<file path="src/rtl/lif_step_scheduler_if.sv">
`default_nettype none
// ============================================================================
// Module   : lif_step_scheduler_if
// Brief    : Handshake bundle between the LIF step scheduler, its current
//            source, its spike consumer and the threshold writer.
// Revision : 1.0  initial release
// ============================================================================
interface lif_step_scheduler_if #(
  parameter int N_NEURONS = 4,
  parameter int WIDTH     = 8,
  parameter int IDX_W     = 2
);
  logic                 start;
  logic                 busy;
  logic                 done;
  logic                 cur_req;
  logic [IDX_W-1:0]     cur_idx;
  logic                 cur_valid;
  logic [WIDTH-1:0]     cur_data;
  logic                 spk_valid;
  logic [IDX_W-1:0]     spk_idx;
  logic                 spk;
  logic [N_NEURONS-1:0] spikes;
  logic                 thr_we;
  logic [WIDTH-1:0]     thr_data;

  // Environment side: stimulus, current source, threshold writer, spike sink
  modport master (
    output start, cur_valid, cur_data, thr_we, thr_data,
    input  busy, done, cur_req, cur_idx, spk_valid, spk_idx, spk, spikes
  );

  // Scheduler side
  modport slave (
    input  start, cur_valid, cur_data, thr_we, thr_data,
    output busy, done, cur_req, cur_idx, spk_valid, spk_idx, spk, spikes
  );
endinterface
`default_nettype wire

</file>
<file path="src/rtl/lif_step_scheduler.sv">
`default_nettype none
// ============================================================================
// Module   : lif_step_scheduler
// Brief    : One shared leaky integrate-and-fire datapath time-multiplexed
//            over N_NEURONS virtual neurons held in a register file. Each
//            start runs FETCH/UPDATE per neuron, then a one-cycle DONE.
// Options  : LIF_SUBTRACT_RESET_EN - on fire, integrate leak(U - T) instead
//            of zeroing the membrane.
// Revision : 1.0  initial release
// ============================================================================
module lif_step_scheduler #(
  parameter int          N_NEURONS = 4,
  parameter int          WIDTH     = 8,
  parameter int          IDX_W     = 2,
  parameter logic [WIDTH-1:0] THR_RESET = 8'd127
) (
  input  wire                  clk,
  input  wire                  rst,
  lif_step_scheduler_if.slave  bus
);

  localparam logic [1:0] S_IDLE   = 2'd0;
  localparam logic [1:0] S_FETCH  = 2'd1;
  localparam logic [1:0] S_UPDATE = 2'd2;
  localparam logic [1:0] S_DONE   = 2'd3;

  localparam logic [IDX_W-1:0] LAST_IDX = IDX_W'(N_NEURONS - 1);

  logic [1:0]           state_q, state_d;
  logic [IDX_W-1:0]     idx_q, idx_d;
  logic [WIDTH-1:0]     cur_q, cur_d;
  logic [WIDTH-1:0]     thr_q, thr_d;
  logic [WIDTH-1:0]     shd_q, shd_d;
  logic [N_NEURONS-1:0] acc_q, acc_d;
  logic [N_NEURONS-1:0] spikes_q, spikes_d;
  logic [WIDTH-1:0]     mem_q [N_NEURONS];
  logic [WIDTH-1:0]     mem_d [N_NEURONS];

  logic [WIDTH-1:0]     w_u;
  logic                 w_fire;
  logic [WIDTH-1:0]     w_leak_in;
  logic [WIDTH-1:0]     w_leak;
  logic [WIDTH:0]       w_sum;
  logic [WIDTH-1:0]     w_sat;
  logic [WIDTH-1:0]     w_u_next;

  // LIF arithmetic for the neuron currently addressed by idx_q
  always_comb begin
    w_u    = mem_q[idx_q];
    w_fire = (w_u >= shd_q);
`ifdef LIF_SUBTRACT_RESET_EN
    // fire guarantees U >= T, so the difference cannot wrap
    w_leak_in = w_fire ? (w_u - shd_q) : w_u;
`else
    w_leak_in = w_u;
`endif
    w_leak = (w_leak_in >> 1) + (w_leak_in >> 2) + (w_leak_in >> 3);
    w_sum  = {1'b0, cur_q} + {1'b0, w_leak};
    w_sat  = w_sum[WIDTH] ? {WIDTH{1'b1}} : w_sum[WIDTH-1:0];
`ifdef LIF_SUBTRACT_RESET_EN
    w_u_next = w_sat;
`else
    w_u_next = w_fire ? '0 : w_sat;
`endif
  end

  // State register
  always_ff @(posedge clk or posedge rst) begin
    if (rst) state_q <= S_IDLE;
    else     state_q <= state_d;
  end

  // Next-state logic; start is only honoured in IDLE
  always_comb begin
    state_d = state_q;
    case (state_q)
      S_IDLE:   if (bus.start) state_d = S_FETCH;
      S_FETCH:  if (bus.cur_valid) state_d = S_UPDATE;
      S_UPDATE: state_d = (idx_q == LAST_IDX) ? S_DONE : S_FETCH;
      S_DONE:   state_d = S_IDLE;
      default:  state_d = S_IDLE;
    endcase
  end

  // Datapath next values: index, captured current, thresholds, spike flags, membranes
  always_comb begin
    idx_d    = idx_q;
    cur_d    = cur_q;
    shd_d    = shd_q;
    acc_d    = acc_q;
    spikes_d = spikes_q;
    mem_d    = mem_q;
    thr_d    = bus.thr_we ? bus.thr_data : thr_q;
    case (state_q)
      S_IDLE: begin
        if (bus.start) begin
          idx_d = '0;
          shd_d = thr_q;
          acc_d = '0;
        end
      end
      S_FETCH: begin
        if (bus.cur_valid) cur_d = bus.cur_data;
      end
      S_UPDATE: begin
        mem_d[idx_q] = w_u_next;
        acc_d[idx_q] = w_fire;
        if (idx_q != LAST_IDX) idx_d = idx_q + IDX_W'(1);
      end
      S_DONE: begin
        spikes_d = acc_q;
      end
      default: ;
    endcase
  end

  // Datapath registers
  always_ff @(posedge clk or posedge rst) begin
    if (rst) begin
      idx_q    <= '0;
      cur_q    <= '0;
      thr_q    <= THR_RESET;
      shd_q    <= THR_RESET;
      acc_q    <= '0;
      spikes_q <= '0;
    end else begin
      idx_q    <= idx_d;
      cur_q    <= cur_d;
      thr_q    <= thr_d;
      shd_q    <= shd_d;
      acc_q    <= acc_d;
      spikes_q <= spikes_d;
    end
  end

  // Membrane register file, one word per virtual neuron
  generate
    for (genvar g = 0; g < N_NEURONS; g++) begin : g_mem
      always_ff @(posedge clk or posedge rst) begin
        if (rst) mem_q[g] <= '0;
        else     mem_q[g] <= mem_d[g];
      end
    end
  endgenerate

  // Moore outputs decoded from the state register
  always_comb begin
    bus.busy      = (state_q != S_IDLE);
    bus.done      = (state_q == S_DONE);
    bus.cur_req   = (state_q == S_FETCH);
    bus.cur_idx   = idx_q;
    bus.spk_valid = (state_q == S_UPDATE);
    bus.spk_idx   = idx_q;
    bus.spk       = (state_q == S_UPDATE) && w_fire;
    bus.spikes    = spikes_q;
  end

endmodule
`default_nettype wire
</file>
<file path="src/flat_wrapper.sv">
// flat-port wrapper written by rule: the top's interface ports become plain ports
module lif_step_scheduler_flat 
#(
  parameter int          N_NEURONS = 4,
  parameter int          WIDTH     = 8,
  parameter int          IDX_W     = 2,
  parameter logic [WIDTH-1:0] THR_RESET = 8'd127
)
  (clk, rst, bus_start, bus_cur_valid, bus_cur_data, bus_thr_we, bus_thr_data, bus_busy, bus_done, bus_cur_req, bus_cur_idx, bus_spk_valid, bus_spk_idx, bus_spk, bus_spikes);
  lif_step_scheduler_if #(.N_NEURONS(N_NEURONS), .WIDTH(WIDTH), .IDX_W(IDX_W)) bus_i ();
  input  wire clk;
  input  wire rst;
  input wire logic [$bits(bus_i.start)-1:0] bus_start;
  input wire logic [$bits(bus_i.cur_valid)-1:0] bus_cur_valid;
  input wire logic [$bits(bus_i.cur_data)-1:0] bus_cur_data;
  input wire logic [$bits(bus_i.thr_we)-1:0] bus_thr_we;
  input wire logic [$bits(bus_i.thr_data)-1:0] bus_thr_data;
  output wire logic [$bits(bus_i.busy)-1:0] bus_busy;
  output wire logic [$bits(bus_i.done)-1:0] bus_done;
  output wire logic [$bits(bus_i.cur_req)-1:0] bus_cur_req;
  output wire logic [$bits(bus_i.cur_idx)-1:0] bus_cur_idx;
  output wire logic [$bits(bus_i.spk_valid)-1:0] bus_spk_valid;
  output wire logic [$bits(bus_i.spk_idx)-1:0] bus_spk_idx;
  output wire logic [$bits(bus_i.spk)-1:0] bus_spk;
  output wire logic [$bits(bus_i.spikes)-1:0] bus_spikes;
  assign bus_i.start = bus_start;
  assign bus_i.cur_valid = bus_cur_valid;
  assign bus_i.cur_data = bus_cur_data;
  assign bus_i.thr_we = bus_thr_we;
  assign bus_i.thr_data = bus_thr_data;
  assign bus_busy = bus_i.busy;
  assign bus_done = bus_i.done;
  assign bus_cur_req = bus_i.cur_req;
  assign bus_cur_idx = bus_i.cur_idx;
  assign bus_spk_valid = bus_i.spk_valid;
  assign bus_spk_idx = bus_i.spk_idx;
  assign bus_spk = bus_i.spk;
  assign bus_spikes = bus_i.spikes;
  lif_step_scheduler #(.N_NEURONS(N_NEURONS), .WIDTH(WIDTH), .IDX_W(IDX_W), .THR_RESET(THR_RESET)) u_core (.clk(clk), .rst(rst), .bus(bus_i));
endmodule
</file>
<file path="config.mk">
export PLATFORM = sky130hd
export DESIGN_NAME = lif_step_scheduler_flat
export DESIGN_NICKNAME = d
export VERILOG_FILES = /design/src/rtl/lif_step_scheduler_if.sv /design/src/rtl/lif_step_scheduler.sv /design/src/flat_wrapper.sv
export SDC_FILE = /design/constraint.sdc
export NUM_CORES = 1
export LEC_CHECK = 0
export ABC_CLOCK_PERIOD_IN_PS = 5130
export CAP_MARGIN = 10
export CORE_ASPECT_RATIO = 0.75
export CORE_UTILIZATION = 35
export DETAILED_ROUTE_END_ITERATION = 6
export GPL_ROUTABILITY_DRIVEN = 0
export HOLD_SLACK_MARGIN = 0.12
export PLACE_DENSITY = 0.54
export SLEW_MARGIN = 20
export SYNTH_ARGS = -nofsm -noshare
export SYNTH_HDL_FRONTEND = slang
export SYNTH_SLANG_ARGS = --single-unit
export TNS_END_PERCENT = 100
</file>
<file path="constraint.sdc">
create_clock -name clk -period 5.13 [get_ports clk]
set_input_delay 1.026 -clock clk [delete_from_list [all_inputs] [get_ports clk]]
set_output_delay 1.026 -clock clk [all_outputs]
set_load 0.02 [all_outputs]
</file>
# After elaboration in Yosys (flattened, before gate mapping)
# Cells that the tools add are included.
# word_totals
ff_bits	68
in_bits	21
output_inout_bits	13
elab_cells	60
# op_classes
add_sub_neg	4
magnitude_cmp	5
n_eq_ne	8
mux	20
bitwise	1
n_reduce_logical	11
# op_table
operator	n
two-way mux 8 bit	5
bitwise mux 32 bit	1
binary-select mux 8 bit (select 2 bit)	1
demux 8 bit (select 2 bit)	1
two-way mux 2 bit	5
adder 8 x 8 -> 9 bit	1
adder 7 x 6 -> 8 bit	1
adder 8 x 5 -> 8 bit	1
greater-or-equal comparator 8 bit	1
case mux 2 bit (4 select lines)	1
case mux 4 bit (2 select lines)	1
AND reduction 2 bit	4
== test 2 bit, second input constant	3
inequality test 2 bit, second input constant	3
bitwise mux 4 bit	1
two-way mux 4 bit	1
case mux 2 bit (2 select lines)	1
nonzero test 2 bit	2
greater-or-equal comparator 3 bit, second input constant	1
logical AND 1 bit	3
less-than comparator 2 x 3 -> 1 bit, second input constant	1
less-than comparator 3 x 1 -> 1 bit, second input constant	1
inverter 2 -> 3 bit	1
AND reduction 3 bit	1
7 further kinds	7

# Logic depth before layout (Yosys ltp)
# Gate-level depths: netlist of run 1.
# depth
word_depth	10
depth_mapped	14
depth_no_buf	13

# Worst setup path after synthesis of run 1
# Ideal clock, no wire load.
# synth_timing
path_kind	register to register
startpoint	register u_core.idx_q[0] (netlist: u_core.bus.cur_idx[0])
endpoint	register u_core.mem_q[3] (netlist bit)
setup_ps	83
arrival_time_ps	4017
setup_slack_ps	1030
stages_incl_launch_ff	13
cell_sequence	dfrtp_1 -> buf_2 -> mux4_2 -> inv_1 -> fa_1 -> fa_1 -> inv_1 -> ha_1 -> a211oi_2 -> o211ai_2 -> a221oi_4 -> o21ai_1 -> o21ai_0
# synth_between
elab_chain_cells	10
# synth_lines
item	line_no	source
start, declared	lif_step_scheduler.sv:30	logic [IDX_W-1:0] idx_q, idx_d;
start signal, assigned	lif_step_scheduler.sv:127	idx_q <= idx_d;
inverter 2 -> 3 bit (not written as such) (*)	lif_step_scheduler.sv:49, lif_step_scheduler.sv:106	
binary-select mux 8 bit (select 2 bit)	lif_step_scheduler.sv:49	w_u = mem_q[idx_q];
two-way mux 8 bit (not written as such) (2 in a row)	lif_step_scheduler.sv:49	
adder 7 x 6 -> 8 bit	lif_step_scheduler.sv:57	w_leak = (w_leak_in >> 1) + (w_leak_in >> 2) + (w_leak_in >> 3);
adder 8 x 5 -> 8 bit	lif_step_scheduler.sv:57	
adder 8 x 8 -> 9 bit	lif_step_scheduler.sv:58	w_sum = {1'b0, cur_q} + {1'b0, w_leak};
two-way mux 8 bit	lif_step_scheduler.sv:59	w_sat = w_sum[WIDTH] ? {WIDTH{1'b1}} : w_sum[WIDTH-1:0];
two-way mux 8 bit	lif_step_scheduler.sv:63	w_u_next = w_fire ? '0 : w_sat;
bitwise mux 32 bit (*)	lif_step_scheduler.sv:106	mem_d[idx_q] = w_u_next;
end signal, assigned by index	lif_step_scheduler.sv:141	else mem_q[g] <= mem_d[g];
end, declared	lif_step_scheduler.sv:36	logic [WIDTH-1:0] mem_q [N_NEURONS];
# Every way passes the cells marked *; elsewhere a longest branch is shown, timed or not. The select of a mux whose other input is x is not followed.
# A chain may end at the register's enable or synchronous reset.

# Final worst setup path of run 1
# layout_timing
startpoint	register u_core.idx_q[0] (netlist: u_core.bus.cur_idx[0])
endpoint	register u_core.mem_q[11] (netlist bit)
# The elaborated chain is that of the path after synthesis.

==> results of run 1 <==
-- flip-flops by register name, indices dropped and copies added (netlist names) --
name / flops
u_core.state_q: 2
u_core.cur_q: 8
u_core.bus.spikes: 4
u_core.bus.cur_idx: 2
u_core.acc_q: 4
u_core.shd_q: 8
u_core.thr_q: 8
u_core.mem_q: 32
-- final timing paths --
| path | from | end | slack [ns] | depth (start not counted) |
|---|---|---|---|---|
| max in group asynchronous | rst | u_core.acc_q[1]$_DFFE_PP0P_ | 3.09 | 3 |
| setup / recovery | u_core.bus.cur_idx[0]$_DFFE_PP0P_ | u_core.mem_q[11]$_DFFE_PP0P_ | 0.69 | 11 |
| hold reg to reg | u_core.thr_q[0]$_DFFE_PP1P_ | u_core.shd_q[0]$_DFFE_PP1P_ | 0.46 | 2 |
| min in group asynchronous | rst | u_core.mem_q[17]$_DFFE_PP0P_ | 1.09 | 2 |
| setup reg to reg | u_core.bus.cur_idx[0]$_DFFE_PP0P_ | u_core.mem_q[11]$_DFFE_PP0P_ | 0.69 | 11 |
| hold / removal | u_core.thr_q[0]$_DFFE_PP1P_ | u_core.shd_q[0]$_DFFE_PP1P_ | 0.46 | 2 |
-- placed cells by master (no fill, tap or decap), drive strengths merged, types with 11 or more instances in the layout --
cell           count
o21ai             49
nand2             50
dfstp             14
mux2              21
clkdlybuf4s50     33
inv               37
dfrtp             54
ha                24
fa                11
clkbuf            11
-- worst reg2reg max path, stage by stage, from the launching register on --
cell and delay [ns]:
dfrtp_1 0.72, mux4_2 0.62, inv_1 0.17, fa_1 0.44, fa_1 0.59, inv_1 0.06
ha_1 0.32, a211oi_2 0.27, o211ai_2 0.15, a221oi_4 0.57, o21ai_1 0.23, o21ai_0 0.20
-- kinds of logic after synthesis --
family | count (synthesis) | share of synthesized area [%]
adders and majority gates | 35 | 14.0
and+or+nand+nor | 74 | 8.50
buffers and inverters | 50 | 5.50
AOI/OAI and AO/OA | 77 | 13.7
muxes | 29 | 11.2
DFF | 68 | 46.3
xor gates and xnor gates | 3 | 0.708
-- cell type report --
type / count / area (sq um)
clock buffers: 11 / 253
clock inverters: 5 / 108
fillers: 969 / 5760
inverters: 38 / 143
multi-input cells: 218 / 1790
flip-flops and latches: 68 / 1720
well taps: 136 / 170
repair buffers: 36 / 353
-- metrics by stage --
step | setup slack (ns) | util, % | instance area [sq um]
finish | 0.692 | 44.1 | 4530
global placement | 0.792 | 40.6 | 4170
detailed placement | 0.648 | 40.6 | 4170
CTS | 0.641 | 44.1 | 4530
floorplan | 1.03 | - | 3710
global route | 0.333 | 44.1 | 4530
-- routing by layer --
metal | vias up | routed length, um
li1 | 1223 | -
met5 | - | 0
met2 | 38 | 3300
met3 | 9 | 362
met1 | 1197 | 4050
met4 | 0 | 76
==> results.json, run 1 <==
{
  "cp.arrival_ns": 4.68,
  "use_met3_pct": 4.96,
  "crit_path_cell_trace": "mux4_2 -> inv_1 -> fa_1 -> fa_1 -> inv_1 -> ha_1 -> a211oi_2 -> o211ai_2 -> a221oi_4 -> o21ai_1 -> o21ai_0",
  "place_inst": 496,
  "cts_made_buffers": 9,
  "grt_pass1_wl_um": 13200,
  "num_vias": 2467,
  "grt_pass1_vias": 2512,
  "start_util_pct": 36.1,
  "critPathRequiredTime_ns": 5.37,
  "cp-start-kind": "flop",
  "timing.final.crit_share_pct": 86.5,
  "clock_latency_ns": 0.34,
  "cpMaxStageDelayCell": "dfrtp_1",
  "cts_tree": "yes",
  "clock_sinks": 68,
  "syn_inst": 336,
  "dieHeight_um": 91.2,
  "synth_nets": 392,
  "setup_viol": 0,
  "drtAntennaViolNets": 0,
  "clock_path_buffers": 2,
  "htree_num_levels": 3,
  "critPathKind": "flop to flop",
  "met1_usage_pct": 23.1,
  "post-route-drc-count": 0,
  "yosys.area.top_type": "dfrtp_1",
  "cts_setup_buffers": 0,
  "synth.area.top_cells": "dfrtp_1, dfstp_2, ha_1",
  "slowest_delay_ns": 0.72,
  "yosysMostFrequentCell": "dfrtp_1",
  "ys_top_cells_by_count": "dfrtp_1, nand2_1, o21ai_0",
  "ys.flop_type": "dfrtp_1",
  "tightest_slew_ns": 0.637,
  "cts_hold_buf": 0,
  "use_met2_pct": 22.6,
  "rsz0062_at_grt": "no",
  "synth-edff-count": 0,
  "finalSetupTns_ns": 0,
  "rows": 32,
  "port_buffers": 33,
  "stdcell_count": 512,
  "relSlewSlack_pct": 57.6,
  "wl_per_cell_um": 15.2,
  "drt_iter0_drc": 108,
  "coreArea_sq_mm": 0.0103,
  "antenna_cells": 0,
  "final_max_slew_viol_count": 0,
  "clk_pin_slew_worst_paths_ns": 0.06,
  "hpwl_um": 5660,
  "ys_ff_latch": 68,
  "drt-pass1-iter-count": 4,
  "post-route-min-period_ns": 4.44,
  "area_growth_syn_to_layout_pct": 22.2,
  "cts_resized": 0,
  "ios": 34,
  "crit_buf_inv": 2,
  "vias_per_cell": 4.82,
  "fin_nets": 427,
  "grt_overflow": 0,
  "synth_warnings": 0,
  "min_path_type": "flop to flop",
  "cp_top_family": "compound AO/OA/AOI/OAI gates",
  "fmax_mhz": 225,
  "grt_use_total_pct": 15.9,
  "endpoint_kind": "flop",
  "yosysUniqueCellTypes": 44,
  "ys_seq_area_share_pct": 46.3,
  "final_layout_size_suffix_gt1_share_pct": 18.9,
  "top_usage_layer": "met1",
  "die_w_um": 121,
  "grt_max_degree": 41,
  "hold_viol_final": 0,
  "critPathMaxFanout": 10,
  "hold_slack_ns": 0.456,
  "status": "finished clean",
  "clock_skew_ns": 0.00824,
  "wl_um": 7780,
  "synth_top_area_share_pct": 36.4,
  "postSynthAreaPerCell_sq_um": 11.0,
  "dieArea_sq_mm": 0.0110,
  "root_buffer": "clkbuf_16",
  "synth_area_sq_mm": 0.00371,
  "antenna_found_initial": 0,
  "drv_cap": 0,
  "postSynth.asyncResetShare_pct": 100
}
Power of run 1 is not shown: default switching activity piles up to over one toggle a cycle in this logic, so the estimate is an artifact.
==> run 2: changes to the inputs <==
--- a/config.mk
+++ b/config.mk
@@ -6,7 +6,7 @@
 export NUM_CORES = 1
 export LEC_CHECK = 0
 export ABC_CLOCK_PERIOD_IN_PS = 5130
-export CAP_MARGIN = 10
+export CAP_MARGIN = 20
 export CORE_ASPECT_RATIO = 0.75
 export CORE_UTILIZATION = 35
 export DETAILED_ROUTE_END_ITERATION = 6
==> results of run 2 <==
The final DEF is identical to that of run 1; final timing and power are the same.
Power of run 2 is left out for the same reason.
==> run 3: changes to the inputs <==
--- a/config.mk
+++ b/config.mk
@@ -5,14 +5,15 @@
 export SDC_FILE = /design/constraint.sdc
 export NUM_CORES = 1
 export LEC_CHECK = 0
-export ABC_CLOCK_PERIOD_IN_PS = 5130
+export ABC_CLOCK_PERIOD_IN_PS = 3600
 export CAP_MARGIN = 20
 export CORE_ASPECT_RATIO = 0.75
+export CORE_MARGIN = 4
 export CORE_UTILIZATION = 35
 export DETAILED_ROUTE_END_ITERATION = 6
 export GPL_ROUTABILITY_DRIVEN = 0
 export HOLD_SLACK_MARGIN = 0.12
-export PLACE_DENSITY = 0.54
+export PLACE_DENSITY = 0.56
 export SLEW_MARGIN = 20
 export SYNTH_ARGS = -nofsm -noshare
 export SYNTH_HDL_FRONTEND = slang
==> constraint.sdc (replaced) <==
create_clock -name clk -period 3.6 [get_ports clk]
set_input_delay 0.72 -clock clk [delete_from_list [all_inputs] [get_ports clk]]
set_output_delay 0.72 -clock clk [all_outputs]
set_load 0.02 [all_outputs]
==> results.json, run 3 (synthesis gave the netlist of run 1 again) <==
{
  "rsz0062_at_grt": "yes",
  "drtAntennaViolNets": 0,
  "drv_cap": 0,
  "post-route-min-period_ns": 3.82,
  "critPathMaxFanout": 7,
  "critPathKind": "flop to flop",
  "grt_use_total_pct": 14.1,
  "grt_pass1_wl_um": 13700,
  "area_growth_syn_to_layout_pct": 32.8,
  "tightest_slew_ns": 0.686,
  "wl_um": 8090,
  "fin_nets": 461,
  "antenna_cells": 0,
  "setup_viol": 33,
  "regMostFlops": "u_core.mem_q",
  "drt_iter0_drc": 89,
  "start_util_pct": 35.9,
  "largest_reg_flops": 32,
  "cts_made_buffers": 9,
  "coreArea_sq_mm": 0.0103,
  "final_max_slew_viol_count": 0,
  "grt_pass1_vias": 2621,
  "hold_viol_final": 0,
  "wl_per_cell_um": 14.8,
  "vias_per_cell": 4.78,
  "fin_ws_ns": -0.222,
  "cp-start-kind": "flop",
  "root_buffer": "clkbuf_16",
  "clock_sinks": 68,
  "num_vias": 2610,
  "final_common_cell": "dfrtp_1",
  "hpwl_um": 5960,
  "rows": 32,
  "dieHeight_um": 97.2,
  "place_inst": 519,
  "timing.final.crit_share_pct": 106,
  "min_path_type": "flop to flop",
  "drt-pass1-iter-count": 4,
  "nFillCells": 950,
  "htree_num_levels": 3,
  "relSlewSlack_pct": 54.2,
  "endpoint_kind": "flop",
  "antenna_found_initial": 0,
  "post-route-drc-count": 0,
  "status": "finished with violations",
  "fmax_mhz": 262,
  "violations": "setup timing",
  "cts_tree": "yes",
  "final_layout_size_suffix_gt1_share_pct": 33.9,
  "clk_pin_slew_worst_paths_ns": 0.06,
  "final_cell_mix": "dfrtp_1, nand2_1, buf_4",
  "clock_skew_ns": 0.00936,
  "die_w_um": 127,
  "ios": 34,
  "critPathRequiredTime_ns": 3.84,
  "clock_latency_ns": 0.33,
  "grt_overflow": 0,
  "cp.arrival_ns": 4.07,
  "grt_max_degree": 29,
  "clock_path_buffers": 2,
  "dieArea_sq_mm": 0.0123,
  "port_buffers": 33,
  "stdcell_count": 546
}
[run 3: changes by cell type in the layout (fill, tap and decap cells not counted), sizes merged]
cell / before / now
clkbuf: 11 / 10
bufinv: 3 / 0
clkdlybuf4s50: 33 / 32
clkinvlp: 0 / 2
inv: 37 / 39
buf: 3 / 37
clkinv: 3 / 4
[run 3: worst paths after layout]
path / startpoint / to / slack (ns) / cells past startpoint
worst max-delay path: u_core.bus.cur_idx[0]$_DFFE_PP0P_ / u_core.mem_q[19]$_DFFE_PP0P_ / -0.22 / 13
max in group asynchronous: rst / u_core.bus.cur_idx[0]$_DFFE_PP0P_ / 2.15 / 3
worst min register to register: u_core.shd_q[0]$_DFFE_PP1P_ / u_core.shd_q[0]$_DFFE_PP1P_ / 0.46 / 2
min in group asynchronous: rst / u_core.mem_q[28]$_DFFE_PP0P_ / 0.71 / 2
worst min-delay path: u_core.shd_q[0]$_DFFE_PP1P_ / u_core.shd_q[0]$_DFFE_PP1P_ / 0.46 / 2
worst max register to register: u_core.bus.cur_idx[0]$_DFFE_PP0P_ / u_core.mem_q[19]$_DFFE_PP0P_ / -0.22 / 13
[run 3: final cells by class]
class	instances	area [sq um]	share of cell area, %
sequential	68	1720	34.9
timing repair buffer	70	614	12.5
tap	136	170	3.45
clock inverter	7	58.8	1.19
clock buffer	9	225	4.57
inverter	38	148	3.00
multi-input combinational	218	1990	40.4
[run 3: critical path: stages, from the launching register on]
cell and delay [ns]:
dfrtp_2 0.44, buf_4 0.14, mux4_2 0.56, inv_2 0.11, fa_1 0.43, fa_1 0.57, inv_2 0.06, ha_4 0.22
a211oi_4 0.26, o211ai_2 0.14, a221oi_4 0.35, buf_6 0.23, o21ai_4 0.09, o21ai_1 0.14
[run 3: what timing repair did]
item                                    4_1_cts  5_1_grt
gates resized for setup                      20       23
endpoints found under the setup margin       33       33
pin swaps                                    11       16
hold buffers                                  0        0
buffers inserted                              4        7
[run 3: layer usage]
layer  share of wire [%]  global-route usage (%)
met1                  51                    20.2
met2                  43                    20.5
met3                 4.3                    4.78
met4                0.93                    3.22
met5                   0                       0
[run 3: metrics by stage]
step | setup TNS (ns) | hold WS, ns | worst slack [ns] | utilization (%) | instance area [sq um]
after floorplan | -4.63 | 0.433 | -0.221 | - | 3770
after global placement | -6.57 | 0.448 | -0.289 | 42.5 | 4390
after detailed placement | -8.39 | 0.455 | -0.354 | 42.5 | 4390
after CTS | -6.93 | 0.463 | -0.271 | 46.3 | 4780
after global routing | -12.18 | 0.502 | -0.401 | 47.7 | 4930
final | -6.43 | 0.461 | -0.222 | 47.7 | 4930
Power of run 3 is left out for the same reason.
